<file path="config.mk">
export PLATFORM = sky130hd
export DESIGN_NAME = reaction_timer_core
export DESIGN_NICKNAME = d
export VERILOG_FILES = /design/src/rtl/reaction_pkg.sv /design/src/rtl/reaction_timer_core_bcd.sv /design/src/rtl/reaction_timer_core.sv
export SDC_FILE = /design/constraint.sdc
export NUM_CORES = 1
export LEC_CHECK = 0
export CORE_MARGIN = 1.5
export CORE_UTILIZATION = 48
export CTS_CLUSTER_SIZE = 14
export DETAILED_ROUTE_END_ITERATION = 16
export PLACE_DENSITY = 0.67
export REMOVE_ABC_BUFFERS = 1
export SYNTH_ARGS = -nofsm -noshare
export SYNTH_HDL_FRONTEND = slang
export SYNTH_SLANG_ARGS = --single-unit
</file>
<file path="constraint.sdc">
create_clock -name mclk -period 5.69 [get_ports mclk]
set_clock_uncertainty 0.2 [all_clocks]
set_input_delay 1.4225 -clock mclk [delete_from_list [all_inputs] [get_ports mclk]]
set_output_delay 1.4225 -clock mclk [all_outputs]
set_load 0.05 [all_outputs]
</file>
<file path="src/rtl/reaction_pkg.sv">
// Shared state encodings, LFSR definition and default parameters for the reaction timer.
package reaction_pkg;

  typedef enum logic [2:0] {
    ST_IDLE    = 3'd0,
    ST_ARMED   = 3'd1,
    ST_TIMING  = 3'd2,
    ST_SHOWING = 3'd3,
    ST_FAULT   = 3'd4
  } state_e;

  localparam int unsigned LFSR_W = 16;
  // Right-shifting Galois form of x^16+x^14+x^13+x^11.
  localparam logic [LFSR_W-1:0] LFSR_TAPS = 16'hB400;

  localparam int unsigned DEF_NUM_LEDS   = 10;
  localparam int unsigned DEF_BCD_DIGITS = 4;
  localparam int unsigned DEF_DELAY_BITS = 11;
  localparam int unsigned DEF_MIN_DELAY  = 500;
  localparam int unsigned DEF_SHOW_TICKS = 2047;
  localparam logic [LFSR_W-1:0] DEF_LFSR_SEED = 16'hACE1;

  function automatic logic [LFSR_W-1:0] lfsr_next(input logic [LFSR_W-1:0] s);
    lfsr_next = {1'b0, s[LFSR_W-1:1]} ^ (s[0] ? LFSR_TAPS : {LFSR_W{1'b0}});
  endfunction

endpackage

</file>
<file path="src/rtl/reaction_timer_core_bcd.sv">
// Multi-digit BCD up-counter with synchronous clear and saturation at all 9s.
module bcd_counter_n #(
  parameter int unsigned DIGITS = 4
) (
  input  logic                mclk,
  input  logic                FSMreset,
  input  logic                clr_i,
  input  logic                inc_i,
  output logic [4*DIGITS-1:0] count_o,
  output logic                sat_o
);

  localparam int unsigned W = 4 * DIGITS;
  localparam logic [W-1:0] ALL9 = {DIGITS{4'h9}};

  logic [W-1:0] cnt_q, cnt_d;
  logic         sat_q;
  logic         carry;

  // Ripple the carry digit by digit; never wraps once saturated.
  always_comb begin
    cnt_d = cnt_q;
    carry = 1'b1;
    if (clr_i) begin
      cnt_d = '0;
    end else if (inc_i && !sat_q) begin
      for (int i = 0; i < int'(DIGITS); i++) begin
        if (carry) begin
          if (cnt_q[4*i +: 4] == 4'h9) begin
            cnt_d[4*i +: 4] = 4'h0;
          end else begin
            cnt_d[4*i +: 4] = cnt_q[4*i +: 4] + 4'h1;
            carry           = 1'b0;
          end
        end
      end
    end
  end

  always_ff @(posedge mclk or posedge FSMreset) begin
    if (FSMreset) begin
      cnt_q <= '0;
      sat_q <= 1'b0;
    end else begin
      cnt_q <= cnt_d;
      sat_q <= (cnt_d == ALL9);
    end
  end

  assign count_o = cnt_q;
  assign sat_o   = sat_q;

endmodule

</file>
<file path="src/rtl/reaction_timer_core.sv">
// Reaction-time game engine: random arm delay, one-hot target, BCD timing, best score.
// Optional wrong-switch fault in TIMING enabled by defining WRONG_SWITCH_FAULT_EN.
module reaction_timer_core
  import reaction_pkg::*;
#(
  parameter int unsigned       NUM_LEDS   = DEF_NUM_LEDS,
  parameter int unsigned       BCD_DIGITS = DEF_BCD_DIGITS,
  parameter int unsigned       DELAY_BITS = DEF_DELAY_BITS,
  parameter int unsigned       MIN_DELAY  = DEF_MIN_DELAY,
  parameter int unsigned       SHOW_TICKS = DEF_SHOW_TICKS,
  parameter logic [LFSR_W-1:0] LFSR_SEED  = DEF_LFSR_SEED
) (
  input  logic                    mclk,
  input  logic                    FSMreset,
  input  logic                    tick,
  input  logic                    start,
  input  logic [NUM_LEDS-1:0]     sw,
  output logic [NUM_LEDS-1:0]     led,
  output logic [4*BCD_DIGITS-1:0] disp_bcd,
  output logic                    best_valid,
  output logic [2:0]              state_o,
  output logic                    false_start,
  output logic                    timeout,
  output logic                    wrong_sw
);

  localparam int unsigned CW     = 4 * BCD_DIGITS;
  localparam int unsigned DLY_W  = $clog2(MIN_DELAY + (1 << DELAY_BITS));
  localparam int unsigned SHOW_W = (SHOW_TICKS < 2) ? 1 : $clog2(SHOW_TICKS + 1);
  localparam logic [CW-1:0] ALL9 = {BCD_DIGITS{4'h9}};

  state_e               state_q, state_d;
  logic [LFSR_W-1:0]    lfsr_q;
  logic [NUM_LEDS-1:0]  shuffle_q;
  logic [NUM_LEDS-1:0]  led_q, led_d;
  logic [DLY_W-1:0]     delay_q, delay_d;
  logic [SHOW_W-1:0]    show_q, show_d;
  logic [CW-1:0]        best_q, best_d;
  logic                 best_valid_q, best_valid_d;
  logic [CW-1:0]        disp_q, disp_d;
  logic                 fs_q, fs_d;
  logic                 to_q, to_d;
  logic [CW-1:0]        cnt;
  logic                 cnt_sat, cnt_clr, cnt_inc;
  logic                 hit;
`ifdef WRONG_SWITCH_FAULT_EN
  logic                 ws_q, ws_d;
  logic                 wrong;
`endif

  bcd_counter_n #(.DIGITS(BCD_DIGITS)) u_count (
    .mclk     (mclk),
    .FSMreset (FSMreset),
    .clr_i    (cnt_clr),
    .inc_i    (cnt_inc),
    .count_o  (cnt),
    .sat_o    (cnt_sat)
  );

  always_comb begin
    state_d      = state_q;
    led_d        = led_q;
    delay_d      = delay_q;
    show_d       = show_q;
    best_d       = best_q;
    best_valid_d = best_valid_q;
    fs_d         = fs_q;
    to_d         = to_q;
    cnt_clr      = 1'b0;
    cnt_inc      = 1'b0;
    hit          = |(sw & led_q);
`ifdef WRONG_SWITCH_FAULT_EN
    ws_d         = ws_q;
    wrong        = |(sw & ~led_q);
`endif

    unique case (state_q)
      ST_IDLE: begin
        led_d = '0;
        if (start) begin
          state_d = ST_ARMED;
          delay_d = DLY_W'(MIN_DELAY) + DLY_W'(lfsr_q[DELAY_BITS-1:0]);
          fs_d    = 1'b0;
          to_d    = 1'b0;
`ifdef WRONG_SWITCH_FAULT_EN
          ws_d    = 1'b0;
`endif
          cnt_clr = 1'b1;
        end
      end

      // Early input beats delay expiry; the final tick latches the target.
      ST_ARMED: begin
        if ((|sw) || start) begin
          state_d = ST_FAULT;
          fs_d    = 1'b1;
          show_d  = SHOW_W'(SHOW_TICKS);
        end else if (tick) begin
          if (delay_q <= DLY_W'(1)) begin
            state_d = ST_TIMING;
            led_d   = shuffle_q;
            cnt_clr = 1'b1;
          end else begin
            delay_d = delay_q - DLY_W'(1);
          end
        end
      end

      ST_TIMING: begin
`ifdef WRONG_SWITCH_FAULT_EN
        if (wrong) begin
          state_d = ST_FAULT;
          ws_d    = 1'b1;
          led_d   = '0;
          show_d  = SHOW_W'(SHOW_TICKS);
        end else
`endif
        if (hit) begin
          state_d = ST_SHOWING;
          led_d   = '0;
          show_d  = SHOW_W'(SHOW_TICKS);
          if (!best_valid_q || (cnt < best_q)) begin
            best_d       = cnt;
            best_valid_d = 1'b1;
          end
        end else if (tick) begin
          if (cnt_sat) begin
            state_d = ST_SHOWING;
            to_d    = 1'b1;
            led_d   = '0;
            show_d  = SHOW_W'(SHOW_TICKS);
          end else begin
            cnt_inc = 1'b1;
          end
        end
      end

      ST_SHOWING, ST_FAULT: begin
        led_d = '0;
        if (tick) begin
          if (show_q <= SHOW_W'(1)) begin
            state_d = ST_IDLE;
          end else begin
            show_d = show_q - SHOW_W'(1);
          end
        end
      end

      default: begin
        state_d = ST_IDLE;
        led_d   = '0;
      end
    endcase

    unique case (state_q)
      ST_IDLE:               disp_d = best_q;
      ST_ARMED:              disp_d = '0;
      ST_TIMING, ST_SHOWING: disp_d = cnt;
      default:               disp_d = ALL9;
    endcase
  end

  always_ff @(posedge mclk or posedge FSMreset) begin
    if (FSMreset) begin
      state_q      <= ST_IDLE;
      lfsr_q       <= LFSR_SEED;
      shuffle_q    <= NUM_LEDS'(1);
      led_q        <= '0;
      delay_q      <= '0;
      show_q       <= '0;
      best_q       <= ALL9;
      best_valid_q <= 1'b0;
      disp_q       <= ALL9;
      fs_q         <= 1'b0;
      to_q         <= 1'b0;
    end else begin
      state_q      <= state_d;
      lfsr_q       <= lfsr_next(lfsr_q);
      shuffle_q    <= {shuffle_q[NUM_LEDS-2:0], shuffle_q[NUM_LEDS-1]};
      led_q        <= led_d;
      delay_q      <= delay_d;
      show_q       <= show_d;
      best_q       <= best_d;
      best_valid_q <= best_valid_d;
      disp_q       <= disp_d;
      fs_q         <= fs_d;
      to_q         <= to_d;
    end
  end

`ifdef WRONG_SWITCH_FAULT_EN
  always_ff @(posedge mclk or posedge FSMreset) begin
    if (FSMreset) ws_q <= 1'b0;
    else          ws_q <= ws_d;
  end
  assign wrong_sw = ws_q;
`else
  assign wrong_sw = 1'b0;
`endif

  assign led         = led_q;
  assign disp_bcd    = disp_q;
  assign best_valid  = best_valid_q;
  assign state_o     = state_q;
  assign false_start = fs_q;
  assign timeout     = to_q;

endmodule

</file>
* Yosys cells after proc, flatten, opt, wreduce, memory -nomap -nowiden
Index checks and enable logic that the tools add are counted.
Storage, ports and cells: word-level logic and storage cells 137, bits of input ports 14, output and inout bits 33, register bits 114
Cells by class: bitwise gates (word level) 2, reductions and logical operators 20, add/subtract/negate cells 7, $lt $le $gt $ge 3, equal/unequal tests 25, multiplexer cells 67
Operators by type and width (number):
- 11-bit 2-to-1 mux | 6
- 10-bit 2-to-1 mux | 6
- 12-bit 2-to-1 mux | 4
- 16-bit 2-to-1 mux | 3
- 16-bit one-hot mux with 3 select lines | 1
- 11-bit one-hot mux with 3 select lines | 1
- 4-bit 2-to-1 mux | 7
- 3-bit 2-to-1 mux | 9
- 1-bit 2-to-1 mux | 24
- 12-bit one-hot mux with 2 select lines | 1
- 2-bit != test, second input constant | 11
- 10-bit one-hot mux with 2 select lines | 1
- 10-bit OR reduction | 2
- 4-bit by 1-bit adder with 4-bit output, second input constant | 4
- 16-bit equality test, second input constant | 1
- 4-bit equality test, second input constant | 4
- 16-bit less-than comparator | 1
- 15-bit by 16-bit bitwise XOR with 16-bit output | 1
- 5-bit AND reduction | 3
- 9-bit by 11-bit adder with 12-bit output, first input constant | 1
- 12-bit by 1-bit <= comparator with 1-bit output, second input constant | 1
- 3-bit one-hot mux with 4 select lines | 1
- 12-bit by 1-bit subtractor with 12-bit output, second input constant | 1
- 11-bit by 1-bit <= comparator with 1-bit output, second input constant | 1
- 19 further kinds | 29

* Logic depth before layout (Yosys ltp)
word-level depth 17, gate-level depth with buffers 10, depth with buffers taken out 8

* Hierarchy
Synthesis repeated with hierarchy kept, for this count alone.
Second synthesis, totals: cells, all modules 545, area, all modules 5859.4 µm²
Modules (own cells, without submodules):
- reaction_timer_core | area each 4799.6 µm², seq. area each 2458.6 µm², times used 1, cells each 427
- bcd_counter_n | area each 1059.8 µm², seq. area each 425.4 µm², times used 1, cells each 118

* Least setup slack after synthesis
OpenSTA, ideal clock, no wires.
kind in2reg, start input tick, end register u_count.sat_q, in the netlist u_count.sat_o, path slack 2216 ps, data arrival time 3178 ps, cell stages on the path 7, library setup time 96 ps, data required time 5394 ps, path buffers 1, path through buf_4 > nor2b_1 > nand4_1 > or3_1 > or4_1 > a31o_1 > nor4_2
On the way: cells in the longest elaborated chain, start to end 7, elaborated cells between the ends (all ways) 10, those cells by class eq/ne: 1; mux: 8; reduce/logical: 1
Ends and longest elaborated chain:
- from (decl) | line reaction_timer_core.sv:15 | input logic tick,
- 1-bit 2-to-1 mux | line reaction_timer_core.sv:126 | end else if (tick) begin
- 1-bit 2-to-1 mux | line reaction_timer_core.sv:118 | if (hit) begin
- 1-bit 2-to-1 mux | line reaction_timer_core.sv:77 | unique case (state_q)
- 1-bit logical AND | line reaction_timer_core_bcd.sv:26 | end else if (inc_i && !sat_q) begin
- 16-bit 2-to-1 mux | line reaction_timer_core_bcd.sv:26
- 16-bit 2-to-1 mux * | line reaction_timer_core_bcd.sv:24 | if (clr_i) begin
- 16-bit equality test * | line reaction_timer_core_bcd.sv:46 | sat_q <= (cnt_d == ALL9);
- to (signal assigned) | line reaction_timer_core_bcd.sv:46
- to (decl) | line reaction_timer_core_bcd.sv:17 | logic sat_q;
Every way passes the cells marked *; elsewhere a longest branch is shown, timed or not. A chain may end at the register's enable or synchronous reset.

* Final worst setup path
Ends and elaborated chain as after synthesis.

==> results.md <==
Clocking:
- In this run, CTS created clock tree buffers numbering 17.
- The H-tree level count is 4.
- The number of sinks on the clock net is 114.
- The buffer count from post-CTS setup fixing is 0.
- The count of cells resized by post-cts repair is 0.
- The maximum root-to-sink buffer count is 2.
- Clock-pin slew was measured on the worst setup and hold paths at 0.06 ns.
- In this run the clock root is driven by a sky130_fd_sc_hd__clkbuf_16.
- At the later pin of the worst-skew pair, clock insertion delay measures about 0.42 ns.
- The TritonCTS clock tree is yes.
- After clock tree synthesis, the flow added hold-fix buffers numbering 0.

Worst setup path:
- STA puts the critical path data required time at 5.82 ns.
- The beginning of the critical path is tick.
- The arrival time of the worst setup path is 3.91 ns.
- The highest fanout seen on the critical path is 9.
- The category of the worst setup path capture point is a flip-flop.
- By startpoint and endpoint, the worst setup path is classified as in -> reg.
- The startpoint of the worst register-to-register path is state_o[2]$_DFFE_PP0P_.
- The startpoint type of the worst setup path is an input pin.

Yosys:
- The most instantiated flip-flop cell in the synthesis netlist is sky130_fd_sc_hd__dfrtp_1.
- The synthesized-area fraction occupied by adder cells is 5.27%.
- The synthesized netlist devotes 21.9% of its cell area to compound gates.
- Counting flops and latches in the post-synthesis netlist gives between 100 and 150.
- By area, the combinational part of the netlist is dominated by compound AO/OA/AOI/OAI gates.
- Of the post-synthesis cell area, the part taken by muxes is 3.35%.
- The synthesized area per cell is a little over 9 um^2.
- The xor and xnor area share after synthesis is roughly 1.4%.
- The simple logic cell fraction of the synthesized area is 19.5%.
- sky130_fd_sc_hd__dfrtp_1 takes more of the synthesized area than any other cell.
- The share of Yosys cell area claimed by the top area cell type is between 30% and 40%.
- Yosys mapped a number of flops with a built-in enable equal to 0.
- Ranked by total cell area, the synthesized netlist is headed by sky130_fd_sc_hd__dfrtp_1 (34%), sky130_fd_sc_hd__dfstp_2 (9.9%), sky130_fd_sc_hd__ha_1 (5.3%), sky130_fd_sc_hd__o211ai_1 (4.0%), sky130_fd_sc_hd__nand2_1 (3.4%).
- Among all cell types in the netlist, the one instantiated most often is sky130_fd_sc_hd__dfrtp_1.
- In the synthesized netlist, the cells that appear most often are sky130_fd_sc_hd__dfrtp_1 (89), sky130_fd_sc_hd__nand2_1 (61), sky130_fd_sc_hd__nor2_1 (55).
- The number of distinct library cells after synthesis is 63.
- The post-synthesis instance area is between 6000 and 7000 um^2.
- The sequential-to-total area share from yosys stat is a little over two fifths.
- The post-synthesis instance total is 720.
- For this run, asynchronously set or reset flops after synthesis account for 100%.
- The number of warning messages in the yosys log is 0.

Final layout:
- From synthesis to final layout, the design area changed by 18.5%.
- For this run, the number of standard cells in the final layout without fillers is between 900 and 1000.
- The share of final-layout standard cells stronger than drive strength 1 is 12.3%.
- The finished cells cover approximately 7900 um^2.
- The filler cell count in the final layout is between 1000 and 1500.
- The total number of nets in the final design is 795.
- The antenna diode instance count is 0.
- The utilization of the core after routing is just under 60%.

Placement:
- In this run, placement finished with an instance count of 910.
- The post-DP HPWL is 11000 um.
- Input and output buffers added on the ports amount to 45.
- The pre-CTS setup slack is 1.48 ns.
- The global placer's final weighted congestion is 0.884.
- The area after detailed placement is 7240 um^2.

Floorplan:
- The area of the core is approximately 13000 um^2.
- The number of primary I/O pins is 47.
- Once the floorplan was initialized, standard cells occupied 49.6% of the core.
- The floorplan has between 40 and 50 rows.
- The die is around 120 um tall.
- The area enclosed by the die boundary is 14600 um^2.
- From left edge to right edge, the die measures 121 um.

Global routing:
- Global routing consumed, on the met2 layer, 36.6% of the routing resources.
- For this run, global-route usage on met1 was measured as 33.5%.
- The number of global-route vias before repair is 5480.
- The first global-routing pass estimated 27400 um of wire.
- The total routing usage reported by global routing is 23.7%.
- The number of antenna violations at the first check in global routing was 0.
- The most heavily used metal layer in global routing is met2.
- Entering global routing, the biggest net connects 50 pins.
- The remaining global-route overflow is 0.
- In the global route stage, met3 resource usage came out at 4.95%.

Min path:
- The class of the tightest hold or removal check is reg -> reg.
- The worst hold path startpoint is lfsr_q[12]$_DFF_PP0_.

Power:
- The static leakage is 3.44 nW.
- The total power is 3.11 mW.
- The peak supply drop is between 200 and 250 uV.
- For this design the ratio of total power to cell area is 395 nW/um^2.

STA:
- Setup repair after global routing left no endpoint under its margin.
- The aggregate negative setup slack is 0 ns.
- Static timing analysis puts the maximum clock frequency at 265 MHz.
- The remaining max-slew budget at the tightest pin is about a third.
- The minimum clock period after layout is between 3 and 4 ns.
- The final count of pins violating max slew is 0.
- The smallest setup slack after layout is 1.91 ns.
- The number of endpoints with negative hold slack in the final report came to 0.
- For the pin with the worst max-slew slack, the measured transition is 1.02 ns.
- Setup violations remaining at the end of the flow were counted as 0.
- The period utilization is 66.4%.
- The hold slack is 0.160 ns.

Route:
- After detailed routing, the number of remaining DRC violations is 0.
- Summed over all layers, the routed wires come to 16200 um.
- The number of optimization iterations in the first detailed-route pass is 7.
- In the final routed layout, each cell accounts on average for 17.2 um.
- The first routing iteration left 495 violations.
- The post-detailed-route via-to-cell ratio is 6.05.
- The detail route stage leaves a number of antenna-violating nets equal to 0.
- The count of vias placed by the detailed router is 5701.

Job:
- The tool flagged a number of max-cap violations equal to 0.

Outcome:
- The run finished with clean final reports.
[layout make-up]
class / instances / area, um^2 / share of cell area, %
well taps: 176 / 220 / 2.80
flip-flops and latches: 114 / 2880 / 36.6
clock buffers: 17 / 425 / 5.40
inverters: 41 / 156 / 1.99
repair buffers: 58 / 548 / 6.96
multi-input cells: 521 / 3430 / 43.6
clock inverters: 15 / 208 / 2.64
[cell families after synthesis]
logic type	count (synthesis)
simple gates	249
compound gates	210
xor+xnor	11
mux	22
other cells	1
fa+ha+maj	28
buf+inv	85
flops	114
[layout by cell type, fill, tap and decap left out, types with 5 or more instances in the layout]
master,n
sky130_fd_sc_hd__dfrtp_1,89
sky130_fd_sc_hd__nand2_1,61
sky130_fd_sc_hd__nor2_1,55
sky130_fd_sc_hd__clkdlybuf4s50_1,45
sky130_fd_sc_hd__inv_1,40
sky130_fd_sc_hd__a21oi_1,38
sky130_fd_sc_hd__o211ai_1,35
sky130_fd_sc_hd__o21ai_0,30
sky130_fd_sc_hd__ha_1,28
sky130_fd_sc_hd__dfstp_2,25
sky130_fd_sc_hd__nor3_1,24
sky130_fd_sc_hd__nand2b_1,21
sky130_fd_sc_hd__a211oi_1,21
sky130_fd_sc_hd__mux2i_1,20
sky130_fd_sc_hd__nand3_1,20
sky130_fd_sc_hd__a31oi_1,19
sky130_fd_sc_hd__clkbuf_16,17
sky130_fd_sc_hd__buf_4,13
sky130_fd_sc_hd__a32o_1,12
sky130_fd_sc_hd__o31ai_1,11
sky130_fd_sc_hd__nand4_1,10
sky130_fd_sc_hd__or3_1,10
sky130_fd_sc_hd__clkinvlp_4,7
sky130_fd_sc_hd__a22oi_1,6
sky130_fd_sc_hd__nor4_1,6
sky130_fd_sc_hd__xnor2_1,6
sky130_fd_sc_hd__or4_1,6
sky130_fd_sc_hd__a21o_1,5
sky130_fd_sc_hd__o21a_1,5
sky130_fd_sc_hd__and4_1,5
sky130_fd_sc_hd__a22o_1,5
sky130_fd_sc_hd__xor2_1,5
[layer usage]
layer / up-vias / routed length, um
met5: - / 0
met4: 0 / 211
met3: 19 / 721
met2: 173 / 7490
met1: 2788 / 7740
li1: 2721 / -
[path summary, 6_finish.rpt]
kind | depth (start not counted) | end | slack (ns)
max | 7 | u_count.sat_o$_DFF_PP0_ | 1.91
min | 0 | lfsr_q[11]$_DFF_PP1_ | 0.16
max reg2reg | 7 | show_q[7]$_DFFE_PP0P_ | 2.14
min reg2reg | 0 | lfsr_q[11]$_DFF_PP1_ | 0.16
max in group asynchronous | 3 | lfsr_q[6]$_DFF_PP1_ | 3.12
min in group asynchronous | 2 | shuffle_q[5]$_DFF_PP0_ | 1.22
[sequential cells by signal, indices dropped and copies added, names as in the netlist]
register,flops
u_count.sat_o,1
best_valid,1
shuffle_q,10
timeout,1
u_count.count_o,16
state_o,3
show_q,11
delay_q,12
false_start,1
best_q,16
disp_bcd,16
lfsr_q,16
led,10
[report_power, final]
group / internal [mW] / total [mW] / switching, mW / leakage, nW
Clock: 0.735 / 1.14 / 0.401 / 0.284
Combinational: 0.316 / 0.909 / 0.594 / 1.79
Sequential: 0.955 / 1.07 / 0.112 / 1.37
[critical path, stage by stage]
cell and delay [ns]:
sky130_fd_sc_hd__clkdlybuf4s50_1 0.66, sky130_fd_sc_hd__nor2b_1 0.30, sky130_fd_sc_hd__nand4_1 0.19, sky130_fd_sc_hd__or3_1 0.36, sky130_fd_sc_hd__or4_1 0.47, sky130_fd_sc_hd__a31o_1 0.25
sky130_fd_sc_hd__nor4_2 0.25
No activity file was read; power rests on OpenSTA's default activity.
==> RTL change 1, RTL diff (same flow settings) <==
The package constant `DEF_NUM_LEDS` goes from 10 to 11.
--- a/src/rtl/reaction_pkg.sv
+++ b/src/rtl/reaction_pkg.sv
@@ -13,7 +13,7 @@
   // Right-shifting Galois form of x^16+x^14+x^13+x^11.
   localparam logic [LFSR_W-1:0] LFSR_TAPS = 16'hB400;
 
-  localparam int unsigned DEF_NUM_LEDS   = 10;
+  localparam int unsigned DEF_NUM_LEDS   = 11;
   localparam int unsigned DEF_BCD_DIGITS = 4;
   localparam int unsigned DEF_DELAY_BITS = 11;
   localparam int unsigned DEF_MIN_DELAY  = 500;
Ports: changed (resized led and sw); port bits go from 47 to 49. The function was not compared with the original's and may differ.
==> RTL change 1 against the original RTL <==
Total power decreased by 2.4%. Sequential cell count rose by 2. Area after synthesis fell by 10%. Final cell count down 11%. Register-to-register slack got worse by 0.19 ns. Routed wire length is 16% lower. Cell area decreased by 8.3%. Critical path depth is 1 higher. Setup slack got worse by 0.39 ns. Via count is 18% lower. Worst hold slack gained 0.0053 ns. Combinational power shrank 6.6%. Critical path type unchanged.
==> RTL change 1: results (changes against the original RTL) <==
synthesis:
  yosysWarnings: 0  # unchanged
  ys_top_cells_by_area: "dfrtp_1 38%, dfstp_2 11%, ha_1 5.9%, a21oi_1 4.4%, nor2_1 4.0%"
  synth_cell_types: 67  # +6.3%
  synth_ff_type: "dfrtp_1"
  ys_top_cells_by_count: "91 x dfrtp_1, 64 x nor2_1, 52 x a21oi_1, 42 x inv_1, 40 x nand2_1"
  ys_seq_area_share_pct: 49.3  # +5.9 points
  async_reset_ff_share_pct: 100  # unchanged
route:
  post_drt_wl_per_cell_microns: 16.2  # -5.6%
  drt_first_pass_iters: 5  # -2
  drt_iter0_markers: 308  # -38%
  vias: 4687  # -18%
critical_path:
  r2r-start: "state_o[2]"
  critPathMaxFanout: 10  # +1
  critPathArrivalTime_ns: 4.29  # +0.38 ns
  reg2reg_depth: 8  # +1
  critical_path.startpoint: "sw[3]"
global_routing:
  antenna_found_initial: 0  # unchanged
  grt_pass1_wl_microns: 22700  # -17%
  grt_pass1_vias: 4606  # -16%
  grt_max_degree: 71  # +42%
  grtUsageTotal_pct: 22.3  # -1.3 points
clocking:
  clk_pin_slew_ns: 0.06  # about the same
  cts_inserted_buffers: 17  # unchanged
  cts-root-buf: "clkbuf_16"
  cts-resized-gates: 0  # unchanged
  post_cts_buffers: 0  # unchanged
  cts-htree-levels: 4  # unchanged
  clock_path_buffers: 2  # unchanged
  clk_latency_ns: 0.42  # about the same
place:
  io_buffers: 47  # +4.4%
  gp_congestion: 0.916  # +3.7%
  dp_hpwl_microns: 9390  # -14%
min_path:
  hold_depth: 0  # unchanged
  hold_class: "reg2reg"
  hold_start: "lfsr_q[12]"
power:
  leakagePower_nw: 3.16  # -8.0%
  ir_drop_mv: 0.189  # -16%
run_status:
  status: "finished clean"
cells_and_area:
  nets: 697  # -12%
  antenna_cells: 0  # unchanged
  n_fill_cell: 1017  # -10%
  drive_gt1_share_pct: 14.5  # +2.3 points
timing:
  slew-limit-headroom_pct: 22.5  # -8.9 points
-- RTL change 1: changes by cell type after synthesis, moves of 6 or more --
| cell | before | now |
|---|---|---|
| mux2_2 | 2 | 13 |
| a32o_1 | 12 | 2 |
| nor2_1 | 55 | 64 |
| nand2_1 | 61 | 40 |
| nand2b_1 | 21 | 7 |
| nand3_1 | 20 | 14 |
| a21oi_1 | 38 | 52 |
| clkbuf_1 | 33 | 17 |
| or3_1 | 10 | 4 |
| a211oi_1 | 21 | 1 |
| nor2b_1 | 2 | 8 |
| a31oi_1 | 19 | 10 |
| o211ai_1 | 35 | 5 |
| nor4_1 | 6 | 12 |
-- RTL change 1: metal layers --
layer,up-vias,GRT usage (%),routed length [microns]
li1,2252,-,-
met1,2284,30.2,6360
met2,132,35.0,6280
met3,19,5.24,683
met4,0,8.75,222
met5,-,0,0
-- RTL change 1: metrics by stage --
step | hold slack [ns] | util, % | cell area, sq um | worst slack, ns | cells
after floorplan | 0.133 | - | 5810 | 1.04 | 579
after global placement | 0.140 | 54.5 | 6570 | 1.20 | 803
after detailed placement | 0.142 | 54.5 | 6570 | 1.11 | 803
after CTS | 0.164 | 59.8 | 7220 | 1.53 | 835
after global routing | 0.172 | 59.8 | 7220 | 1.26 | 835
final | 0.166 | 59.8 | 7220 | 1.52 | 835
-- RTL change 1: cell families (layout without fill, tap and decap cells) --
kind of cell / count (synthesis) / in the layout / synth area share (%)
other: 1 / 1 / 0.0630
multiplexers: 36 / 36 / 6.41
AO/OA/AOI/OAI: 146 / 146 / 15.3
adder cells (fa/ha/maj): 28 / 28 / 5.89
AND/OR/NAND/NOR: 200 / 200 / 16.5
flip-flops: 116 / 116 / 49.3
buffers and inverters: 68 / 130 / 5.09
XOR/XNOR: 10 / 10 / 1.47
-- RTL change 1: critical path, cell delays in order --
cell and delay, ns:
clkdlybuf4s50_1 0.44, a222oi_1 0.44, inv_1 0.10, nor3_2 0.55
nand4_2 0.36, or2_2 0.39, a2111o_1 0.37, nor4_1 0.22
-- RTL change 1: area by class of cell --
type | instances | area share [%]
Timing Repair Buffer | 56 | 7.45
Inverter | 42 | 2.22
Clock buffer | 19 | 6.27
Sequential cell | 116 | 40.6
Clock inverter | 13 | 2.72
Tap cell | 168 | 2.91
Multi-Input combinational cell | 421 | 37.8
-- RTL change 1: where the power goes --
part | internal (W) | switching [W]
combinational | 0.000292 | 0.000556
sequential | 0.000936 | 0.0000891
clock | 0.000762 | 0.000400
-- RTL change 1: path summary, 6_finish.rpt --
check | end | slack (ns)
worst min register to register | lfsr_q[11] | 0.17
worst max-delay path | u_count.sat_o | 1.52
max in group asynchronous | lfsr_q[5] | 3.03
min in group asynchronous | lfsr_q[9] | 1.35
worst min-delay path | lfsr_q[11] | 0.17
worst max register to register | show_q[8] | 1.95
==> RTL change 2, RTL diff (same flow settings) <==
Made on the original files. Register the input `start` before use. The logic sees it one clock later. The other inputs are not delayed to match.
--- a/src/rtl/reaction_timer_core.sv
+++ b/src/rtl/reaction_timer_core.sv
@@ -29,6 +29,12 @@
   localparam int unsigned SHOW_W = (SHOW_TICKS < 2) ? 1 : $clog2(SHOW_TICKS + 1);
   localparam logic [CW-1:0] ALL9 = {BCD_DIGITS{4'h9}};
 
+  logic start_q;
+
+  always_ff @(posedge mclk) begin
+    start_q <= start;
+  end
+
   state_e               state_q, state_d;
   logic [LFSR_W-1:0]    lfsr_q;
   logic [NUM_LEDS-1:0]  shuffle_q;
@@ -77,7 +83,7 @@
     unique case (state_q)
       ST_IDLE: begin
         led_d = '0;
-        if (start) begin
+        if (start_q) begin
           state_d = ST_ARMED;
           delay_d = DLY_W'(MIN_DELAY) + DLY_W'(lfsr_q[DELAY_BITS-1:0]);
           fs_d    = 1'b0;
@@ -91,7 +97,7 @@
 
       // Early input beats delay expiry; the final tick latches the target.
       ST_ARMED: begin
-        if ((|sw) || start) begin
+        if ((|sw) || start_q) begin
           state_d = ST_FAULT;
           fs_d    = 1'b1;
           show_d  = SHOW_W'(SHOW_TICKS);
Check against the original RTL: not equivalent (Yosys sat finds a counterexample within 4 cycles, from zero or initial values and one cycle with FSMreset high).
==> RTL change 2 against the original RTL <==
Maximum frequency fell by 2.3%. Total power shrank 9.1%. Cell area decreased by 11%. Routed wire length decreased by 18%. Sequential cell count is 1 higher. Die area decreased by 11%. Sequential power shrank 9.7%. Sequential share of layout area increased by 4.6 points. Setup slack got worse by 0.088 ns. Count of clock-buffer cells in the layout rose by 11. Combinational power decreased by 9.9%. Area after synthesis is 12% lower. Largest cell class is now flip-flops and latches. Largest power group unchanged.
==> RTL change 2: results (changes against the original RTL) <==
place:
  dp_hpwl_microns: 9100  # -17%
  gp_congestion: 0.875  # -0.93%
  post_dp_cell_area_sq_um: 6460  # -11%
  io_buffers: 45  # unchanged
route:
  drt_first_pass_iters: 4  # -3
  drt_iter0_markers: 283  # -43%
  wl_met3_microns: 556  # -23%
  ant_nets: 0  # unchanged
  post_drt_via_cell_ratio: 5.73  # -5.3%
  wl_met2_microns: 6090  # -19%
  m1WireLength_microns: 6300  # -19%
  post_drt_wl_per_cell_microns: 16.4  # -4.3%
cells_and_area:
  n_fill_cell: 997  # -12%
  nets: 685  # -14%
  antenna_cells: 0  # unchanged
  drive_gt1_share_pct: 13.9  # +1.6 points
synthesis:
  synth-adder-area-share_pct: 5.97  # +0.70 points
  yosysWarnings: 0  # unchanged
  synth_cell_types: 65  # +3.2%
  ys_top_cells_by_area: "dfrtp_1 38%, dfstp_2 11%, ha_1 6.0%, a21oi_1 3.8%, nand2_1 3.6%"
  synth.area.mux_share_pct: 4.71  # +1.4 points
  async_reset_ff_share_pct: 99.1  # -0.87 points
  ys_top_cells_by_count: "89 x dfrtp_1, 57 x nand2_1, 56 x nor2_1, 44 x a21oi_1, 42 x o21ai_0"
  synth_compound_area_share_pct: 14.5  # -7.4 points
  synth_xor_area_share_pct: 2.39  # +0.94 points
  synth_ff_type: "dfrtp_1"
  ys_seq_area_share_pct: 49.5  # +6.1 points
global_routing:
  grtUsageTotal_pct: 22.2  # -1.4 points
  grt_pass1_wl_microns: 22300  # -18%
  grt_pass1_vias: 4628  # -16%
  antenna_found_initial: 0  # unchanged
  grt_max_degree: 42  # -16%
clocking:
  clock_path_buffers: 2  # unchanged
  post_cts_buffers: 0  # unchanged
  cts-resized-gates: 0  # unchanged
  clk_latency_ns: 0.42  # about the same
min_path:
  hold_depth: 0  # unchanged
  hold_class: "reg2reg"
critical_path:
  slowest_delay_ns: 0.43  # -0.23 ns
  path_delay_family: "simple AND/OR/NAND/NOR gates"
  critPathArrivalTime_ns: 3.99  # +0.08 ns
  reg2reg_depth: 9  # +2
  critPathMaxFanout: 5  # -4
power:
  leakagePower_nw: 2.98  # -13%
  ir_drop_mv: 0.308  # +37%
timing:
  slew-limit-headroom_pct: 30.7  # -0.67 points
run_status:
  status: "finished clean"
RTL change 2: final timing paths:
kind	startpoint	end	slack [ns]
setup / recovery	sw[0]	u_count.sat_o	1.82
hold / removal	lfsr_q[12]	lfsr_q[11]	0.15
setup reg to reg	best_q[4]	best_q[14]	2.13
hold reg to reg	lfsr_q[12]	lfsr_q[11]	0.15
max in group asynchronous	FSMreset	disp_bcd[3]	3.21
min in group asynchronous	FSMreset	led[2]	1.19
RTL change 2: worst reg2reg max path: stages, from the launching register on:
cell,delay (ns)
dfstp_2,0.52
inv_1,0.05
ha_1,0.19
a21o_1,0.17
a211oi_1,0.41
o21ai_0,0.14
o21ai_0,0.17
nand3_1,0.22
a211oi_4,0.94
mux2_2,0.43
RTL change 2: kinds of logic (layout without fill, tap and decap cells):
family | count (synthesis) | in the layout
fa+ha+maj | 28 | 28
flops | 115 | 115
mux | 26 | 26
xor+xnor | 16 | 16
simple gates | 217 | 217
buf+inv | 54 | 114
compound gates | 138 | 138
other cells | 1 | 1
RTL change 2: cell type report:
cell class                      count  share of cell area (%)
Sequential cell                   115                    41.2
Clock buffer                       28                    7.76
Tap cell                          147                    2.61
Multi-Input combinational cell    426                    38.9
Clock inverter                      3                   0.568
Inverter                           30                    1.63
Timing Repair Buffer               53                    7.25
RTL change 2: metrics by stage:
step           power [W]  setup slack [ns]  utilization [%]  cells  hold slack (ns)
2_1_floorplan    0.00153              1.09                -    571            0.133
3_3_place_gp     0.00177              1.51             54.0    771            0.138
3_5_place_dp     0.00180              1.42             54.0    771            0.143
4_1_cts          0.00285              1.83             58.9    802            0.156
5_1_grt          0.00297              1.62             58.9    802            0.170
6_report         0.00283              1.82             58.9    802            0.153
RTL change 2: power by group:
part           internal (W)  switching (W)
clock              0.000689       0.000353
sequential         0.000915      0.0000514
combinational      0.000254       0.000564
RTL change 2: metal layers:
layer  global-route usage [%]  up-vias
met2                     35.0      109
met3                     5.21       20
li1                         -     2216
met1                     30.0     2250
met4                     8.67        0
met5                        0        -
